<file path="src/rtl/motor_pkg.sv">
// motor_pkg: shared constants for the motor move scheduler slice.
//   NUM_MOTORS / POS_W / MOTOR_IDX_W : axis count, position width, index width
//   DIR_SETUP / SETUP_W              : direction-setup hold and its counter width
//   INIT_ALL                         : init_done value that enables arbitration
//   ST_*                             : scheduler FSM state encodings
//   slice_pos()                      : pulls one motor's field out of a flat bus
package motor_pkg;

  localparam int NUM_MOTORS  = 6;
  localparam int POS_W       = 10;
  localparam int MOTOR_IDX_W = 3;
  localparam int DIR_SETUP   = 4;
  localparam int SETUP_W     = $clog2(DIR_SETUP + 1);

  localparam logic [NUM_MOTORS-1:0] INIT_ALL = 6'h3F;

  localparam logic [2:0] ST_IDLE  = 3'd0;
  localparam logic [2:0] ST_CALC  = 3'd1;
  localparam logic [2:0] ST_SETUP = 3'd2;
  localparam logic [2:0] ST_START = 3'd3;
  localparam logic [2:0] ST_RUN   = 3'd4;
  localparam logic [2:0] ST_DONE  = 3'd5;

  function automatic logic [POS_W-1:0] slice_pos(
    input logic [NUM_MOTORS*POS_W-1:0] bus,
    input logic [MOTOR_IDX_W-1:0]      k
  );
    return bus[int'(k)*POS_W +: POS_W];
  endfunction

endpackage

</file>
<file path="src/rtl/rr_arbiter6.sv">
// rr_arbiter6: combinational round-robin picker for six requesters.
//   req   : request vector
//   ptr   : highest-priority index this round (0..5)
//   grant : one-hot grant
//   idx   : binary index of the grant
//   valid : at least one request present
module rr_arbiter6
  import motor_pkg::*;
(
  input  logic [NUM_MOTORS-1:0]  req,
  input  logic [MOTOR_IDX_W-1:0] ptr,
  output logic [NUM_MOTORS-1:0]  grant,
  output logic [MOTOR_IDX_W-1:0] idx,
  output logic                   valid
);

  logic [MOTOR_IDX_W:0]   sum;
  logic [MOTOR_IDX_W-1:0] cand;

  // Scan offsets from farthest to nearest so the nearest request to ptr
  // (ascending, wrapping) is the one left standing.
  always_comb begin
    grant = '0;
    idx   = '0;
    valid = 1'b0;
    sum   = '0;
    cand  = '0;
    for (int off = NUM_MOTORS - 1; off >= 0; off--) begin
      sum  = {1'b0, ptr} + 4'(off);
      cand = (sum >= 4'(NUM_MOTORS)) ? 3'(sum - 4'(NUM_MOTORS)) : sum[MOTOR_IDX_W-1:0];
      if (req[cand]) begin
        valid = 1'b1;
        idx   = cand;
      end
    end
    if (valid) grant = NUM_MOTORS'(1) << idx;
  end

endmodule

</file>
<file path="src/rtl/motor_move_scheduler.sv">
// motor_move_scheduler: serialises point-to-point moves from six axes onto a
// single shared pulse generator.
//   clk, rst (async, active-low)
//   init_done[5:0]   : all ones required before any request is arbitrated
//   req / target     : per-motor request and flat 10-bit targets
//   ack / done       : one-hot, one-cycle accept and completion strobes
//   pg_start / pg_pulse_num / pg_motor / pg_busy : pulse generator handshake
//   dr / pos         : per-motor direction and current position
//   sched_busy       : scheduler not idle
module motor_move_scheduler
  import motor_pkg::*;
(
  input  logic                          clk,
  input  logic                          rst,
  input  logic [NUM_MOTORS-1:0]         init_done,
  input  logic [NUM_MOTORS-1:0]         req,
  input  logic [NUM_MOTORS*POS_W-1:0]   target,
  output logic [NUM_MOTORS-1:0]         ack,
  output logic [NUM_MOTORS-1:0]         done,
  output logic                          pg_start,
  output logic [POS_W-1:0]              pg_pulse_num,
  output logic [MOTOR_IDX_W-1:0]        pg_motor,
  input  logic                          pg_busy,
  output logic [NUM_MOTORS-1:0]         dr,
  output logic [NUM_MOTORS*POS_W-1:0]   pos,
  output logic                          sched_busy
);

  logic [2:0]             state_q, state_d;
  logic [MOTOR_IDX_W-1:0] ptr_q, ptr_d;
  logic [MOTOR_IDX_W-1:0] g_q, g_d;
  logic [NUM_MOTORS-1:0]  g_oh_q, g_oh_d;
  logic [POS_W-1:0]       tgt_q, tgt_d;
  logic [NUM_MOTORS-1:0]  dr_q, dr_d;
  logic [POS_W-1:0]       pos_q [NUM_MOTORS];
  logic [POS_W-1:0]       pos_d [NUM_MOTORS];
  logic [POS_W-1:0]       pulse_q, pulse_d;
  logic [MOTOR_IDX_W-1:0] motor_q, motor_d;
  logic [SETUP_W-1:0]     cnt_q, cnt_d;
  logic                   run_first_q, run_first_d;

  logic [NUM_MOTORS-1:0]  arb_grant;
  logic [MOTOR_IDX_W-1:0] arb_idx;
  logic                   arb_valid;

  logic [POS_W-1:0]       cur_pos;
  logic [POS_W-1:0]       delta;
  logic                   newdir;

  rr_arbiter6 u_arb (
    .req   (req),
    .ptr   (ptr_q),
    .grant (arb_grant),
    .idx   (arb_idx),
    .valid (arb_valid)
  );

  assign cur_pos = pos_q[g_q];
  assign newdir  = tgt_q < cur_pos;
  assign delta   = newdir ? (cur_pos - tgt_q) : (tgt_q - cur_pos);

  always_comb begin
    state_d     = state_q;
    ptr_d       = ptr_q;
    g_d         = g_q;
    g_oh_d      = g_oh_q;
    tgt_d       = tgt_q;
    dr_d        = dr_q;
    pos_d       = pos_q;
    pulse_d     = pulse_q;
    motor_d     = motor_q;
    cnt_d       = cnt_q;
    run_first_d = run_first_q;

    case (state_q)
      ST_IDLE: begin
        if (init_done == INIT_ALL && arb_valid) begin
          g_d     = arb_idx;
          g_oh_d  = arb_grant;
          tgt_d   = slice_pos(target, arb_idx);
          state_d = ST_CALC;
        end
      end
      ST_CALC: begin
        ptr_d = (g_q == MOTOR_IDX_W'(NUM_MOTORS - 1)) ? '0 : g_q + 3'd1;
        if (delta == '0) begin
          state_d = ST_DONE;
        end else begin
          // Pulse count and motor are loaded here so they are already
          // valid on the pg_start cycle.
          dr_d[g_q] = newdir;
          pulse_d   = delta;
          motor_d   = g_q;
          cnt_d     = '0;
          state_d   = (newdir != dr_q[g_q]) ? ST_SETUP : ST_START;
        end
      end
      ST_SETUP: begin
        if (cnt_q == SETUP_W'(DIR_SETUP - 1)) state_d = ST_START;
        else                                   cnt_d   = cnt_q + 1'b1;
      end
      ST_START: begin
        run_first_d = 1'b1;
        state_d     = ST_RUN;
      end
      ST_RUN: begin
        // The generator gets one cycle to raise pg_busy after pg_start.
        run_first_d = 1'b0;
        if (!run_first_q && !pg_busy) state_d = ST_DONE;
      end
      ST_DONE: state_d = ST_IDLE;
      default: state_d = ST_IDLE;
    endcase

    // Position commits on entry to DONE so it is current while done is high.
    if (state_d == ST_DONE) pos_d[g_q] = tgt_q;
  end

  always_ff @(posedge clk or negedge rst) begin
    if (!rst) begin
      state_q     <= ST_IDLE;
      ptr_q       <= '0;
      g_q         <= '0;
      g_oh_q      <= '0;
      tgt_q       <= '0;
      dr_q        <= '0;
      pulse_q     <= '0;
      motor_q     <= '0;
      cnt_q       <= '0;
      run_first_q <= 1'b0;
      for (int i = 0; i < NUM_MOTORS; i++) pos_q[i] <= '0;
    end else begin
      state_q     <= state_d;
      ptr_q       <= ptr_d;
      g_q         <= g_d;
      g_oh_q      <= g_oh_d;
      tgt_q       <= tgt_d;
      dr_q        <= dr_d;
      pulse_q     <= pulse_d;
      motor_q     <= motor_d;
      cnt_q       <= cnt_d;
      run_first_q <= run_first_d;
      pos_q       <= pos_d;
    end
  end

  assign ack          = (state_q == ST_CALC) ? g_oh_q : '0;
  assign done         = (state_q == ST_DONE) ? g_oh_q : '0;
  assign pg_start     = (state_q == ST_START);
  assign pg_pulse_num = pulse_q;
  assign pg_motor     = motor_q;
  assign dr           = dr_q;
  assign sched_busy   = (state_q != ST_IDLE);

  genvar gi;
  generate
    for (gi = 0; gi < NUM_MOTORS; gi++) begin : g_pos
      assign pos[gi*POS_W +: POS_W] = pos_q[gi];
    end
  endgenerate

endmodule

</file>
<file path="config.mk">
export PLATFORM = sky130hd
export DESIGN_NAME = motor_move_scheduler
export DESIGN_NICKNAME = d
export VERILOG_FILES = /design/src/rtl/motor_pkg.sv /design/src/rtl/rr_arbiter6.sv /design/src/rtl/motor_move_scheduler.sv
export SDC_FILE = /design/constraint.sdc
export NUM_CORES = 1
export LEC_CHECK = 0
export ABC_AREA = 1
export CAP_MARGIN = 20
export CORE_MARGIN = 5
export CORE_UTILIZATION = 30
export CTS_CLUSTER_DIAMETER = 120
export DETAILED_ROUTE_END_ITERATION = 16
export GPL_ROUTABILITY_DRIVEN = 0
export GPL_TIMING_DRIVEN = 1
export HOLD_SLACK_MARGIN = 0.12
export PLACE_DENSITY_LB_ADDON = 0.3
export SYNTH_ARGS = -nofsm -noshare
export SYNTH_HDL_FRONTEND = slang
export SYNTH_SLANG_ARGS = --single-unit
</file>
<file path="constraint.sdc">
create_clock -name clk -period 4.3 [get_ports clk]
set_input_delay 0.86 -clock clk [delete_from_list [all_inputs] [get_ports clk]]
set_output_delay 0.86 -clock clk [all_outputs]
set_load 0.005 [all_outputs]
</file>
==> results.ini <==
[layout]
drive_above_1_share_pct=7.39
syn_to_final_growth_pct=32.6
fin_area_mm2=0.00996
layoutNonFillerInstCount=1562
fill_cells=2563
antenna_cells=0
final_nets=1334

[global_routing]
grt_pass1_wl_um=40800
grt_usage_pct=17.9
antenna_found_initial=0
grt_pass1_vias=7262
grt_max_degree=68
grt_overflow=0

[timing]
period_needed_ns=4.03
drv_slew=0
max_clock_freq_ghz=0.248
report.final.hold_viol_count=0
worst_pin_slew_ns=0.887
slew_headroom_pct=40.9
post-route-period-util_pct=93.8
setup_viol=0
finClkSkew_ns=0.0130
timing.hold.ws_ns=0.477
fin_tns_setup_ns=0

[critical_path]
path_max_fanout=17
startpoint=g_q[0]$_DFFE_PN0P_
crit_arrival_ns=4.33
criticalPathCategory=flip-flop to flip-flop
endpoint_kind=flip-flop
crit-reg2reg-launch=g_q[0]$_DFFE_PN0P_
required_ns=4.60
startpoint_type=flip-flop

[synth]
yosys_warnings=0
synth.top_cell.area_share_pct=36.0
ys_ff_latch=108
avgSynthCellArea_um2=7.08
yosys-top-cells-area=dfrtp_1 (36%), nand2_1 (21%), nand4_1 (5.2%)
netlist_instances=1061
yosys.area.top_type=dfrtp_1
synth-seq-area-share_pct=36.0
syn_nets=1168
syn_area_mm2=0.00751
synth_cell_type_count=44

[job]
drv_cap=0

[placed_design]
numPortBuffers=167
place_area_mm2=0.00959
dp.cells=1543
dp_hpwl_um=19800

[clock_network]
clk_path_buf_depth=2
numClockSinks=108
cts-root-buf=clkbuf_16
cts_tree=done
htree_num_levels=3
holdBufCountCts=0
path_clk_slew_ns=0.08
numCtsBuffers=9
clk_latency_ns=0.37

[routing]
wl_um=25700
dr_total_vias=7603
vias_per_cell=4.87
drtIter0Drc=583
dr.pass1.iters=5
ant_nets=0
wire_per_inst_um=16.4
drc=0

[power]
total_power_mw=8.49
power_density_mw_per_mm2=853
irDropWorstVdd_uv=730
p_leak_nw=4.86

[floorplan]
ios=168
std_cell_rows=58
die_height_um=168
coreArea_mm2=0.0249
die_x_um=168
initial_utilization_pct=30.2
dieArea_mm2=0.0283

[run_status]
status=completed

[worst_hold_path]
hp-start=pg_pulse_num[1]$_DFFE_PN0P_
hp-class=flip-flop to flip-flop

[sequential cells by signal, summed over array words and instances, names as in the netlist]
| name | flops |
|---|---|
| tgt_q | 10 |
| pos | 60 |
| cnt_q | 3 |
| pg_motor | 3 |
| pg_pulse_num | 10 |
| ptr_q | 3 |
| dr | 6 |
| state_q | 3 |
| g_q | 3 |
| g_oh_q | 6 |
| run_first_q | 1 |
[synth_stat cells]
library cell,instances
o22ai_1,4
or2_2,1
o21ai_1,14
a22o_1,9
inv_2,8
o221ai_1,1
nor2_4,2
o21ai_0,20
a221oi_1,1
nand2_2,2
o311ai_1,1
nor2_1,85
o21a_1,2
xor2_1,15
clkbuf_1,17
buf_4,3
buf_6,9
a22oi_1,20
and2_1,1
fa_1,2
inv_1,67
xnor2_1,2
clkinv_1,2
a31oi_1,7
nand3b_1,4
nor2_2,2
buf_12,1
buf_8,1
dfrtp_1,108
nand2_1,415
ha_1,30
buf_1,1
buf_2,21
and3_1,10
a21o_1,1
nand2_4,3
nand3_1,71
a21oi_1,20
nand4_1,62
nor3_1,2
a21oi_2,2
nand3_4,8
o211ai_1,3
a21boi_1,1
[cell type report]
type                    instances  area [um^2]  area share [%]
repair buffers                207         2020            20.3
clock buffers                   9          225            2.26
well taps                     330          413            4.15
inverters                      77          297            2.98
multi-input cells             823         4210            42.3
clock inverters                 7         80.1           0.804
repair inverters                1         7.51          0.0754
flip-flops and latches        108         2700            27.1
[power by group]
part | switching (mW) | total, mW | internal, mW
clock | 0.410 | 0.871 | 0.461
combinational | 3.80 | 5.95 | 2.15
sequential | 0.361 | 1.67 | 1.31
total | 4.57 | 8.49 | 3.92
[layout by cell type, fill, tap and decap left out, types with 20 or more instances in the layout]
cell             netlist  final
nand2_1              415    414
clkdlybuf4s50_1        0    166
o21ai_0               20     20
buf_4                  3     36
a22oi_1               20     20
nand3_1               71     71
nor2_1                85     84
a21oi_1               20     20
nand4_1               62     62
dfrtp_1              108    108
inv_1                 67     66
ha_1                  30     30
[final timing paths]
check	endpoint	slack, ns	cells after the start
setup / recovery	pos[53]$_DFFE_PN0P_	0.27	24
setup reg to reg	pos[53]$_DFFE_PN0P_	0.27	24
max in group asynchronous	pos[58]$_DFFE_PN0P_	2.85	2
hold reg to reg	pg_pulse_num[1]$_DFFE_PN0P_	0.48	2
hold / removal	pg_pulse_num[1]$_DFFE_PN0P_	0.48	2
min in group asynchronous	pos[43]$_DFFE_PN0P_	0.59	1
[worst max-delay path: stages (launching register included)]
cell and delay (ns):
dfrtp_1 0.43, inv_2 0.11, nand2_2 0.16, clkinvlp_4 0.18, buf_4 0.17, a22o_1 0.18, nand2_1 0.09, and3_1 0.21
inv_1 0.06, ha_1 0.31, a21o_1 0.20, inv_2 0.06, o21a_1 0.17, nand3_4 0.17, buf_4 0.21, nand2_4 0.06
nand2_1 0.06, nor2_2 0.11, nand2_2 0.07, nor2_4 0.15, nand3_4 0.16, nand2_8 0.22, buf_4 0.22, nand4_1 0.10
nand2_1 0.09
[through the flow]
step / setup slack, ns / util (%)
finish: 0.268 / 40.0
global route: -0.00156 / 40.0
CTS: 0.0534 / 39.8
detailed placement: 0.0945 / 38.5
global placement: 0.227 / 38.5
floorplan: 0.704 / -
[layer usage]
layer | track usage, % | vias up | wire [um]
li1 | - | 3827 | -
met1 | 24.4 | 3496 | 11500
met2 | 28.6 | 248 | 11900
met3 | 3.97 | 32 | 1810
met4 | 5.33 | 0 | 530
met5 | 0 | - | 0
[cells by family (layout without fill, tap and decap cells)]
kind of cell,count (synthesis),count (layout),share of synthesized area (%)
simple gates,668,668,39.4
buf+inv,130,301,8.27
flops,108,108,36.0
compound gates,106,106,8.85
fa+ha+maj,32,32,5.53
xor+xnor,17,17,1.98
[repair_timing]
action                     4_1_cts  5_1_grt
resized for setup                0        9
buffers inserted                 0        2
setup endpoints to repair        0       69
Power figures use the tool's default switching activity.
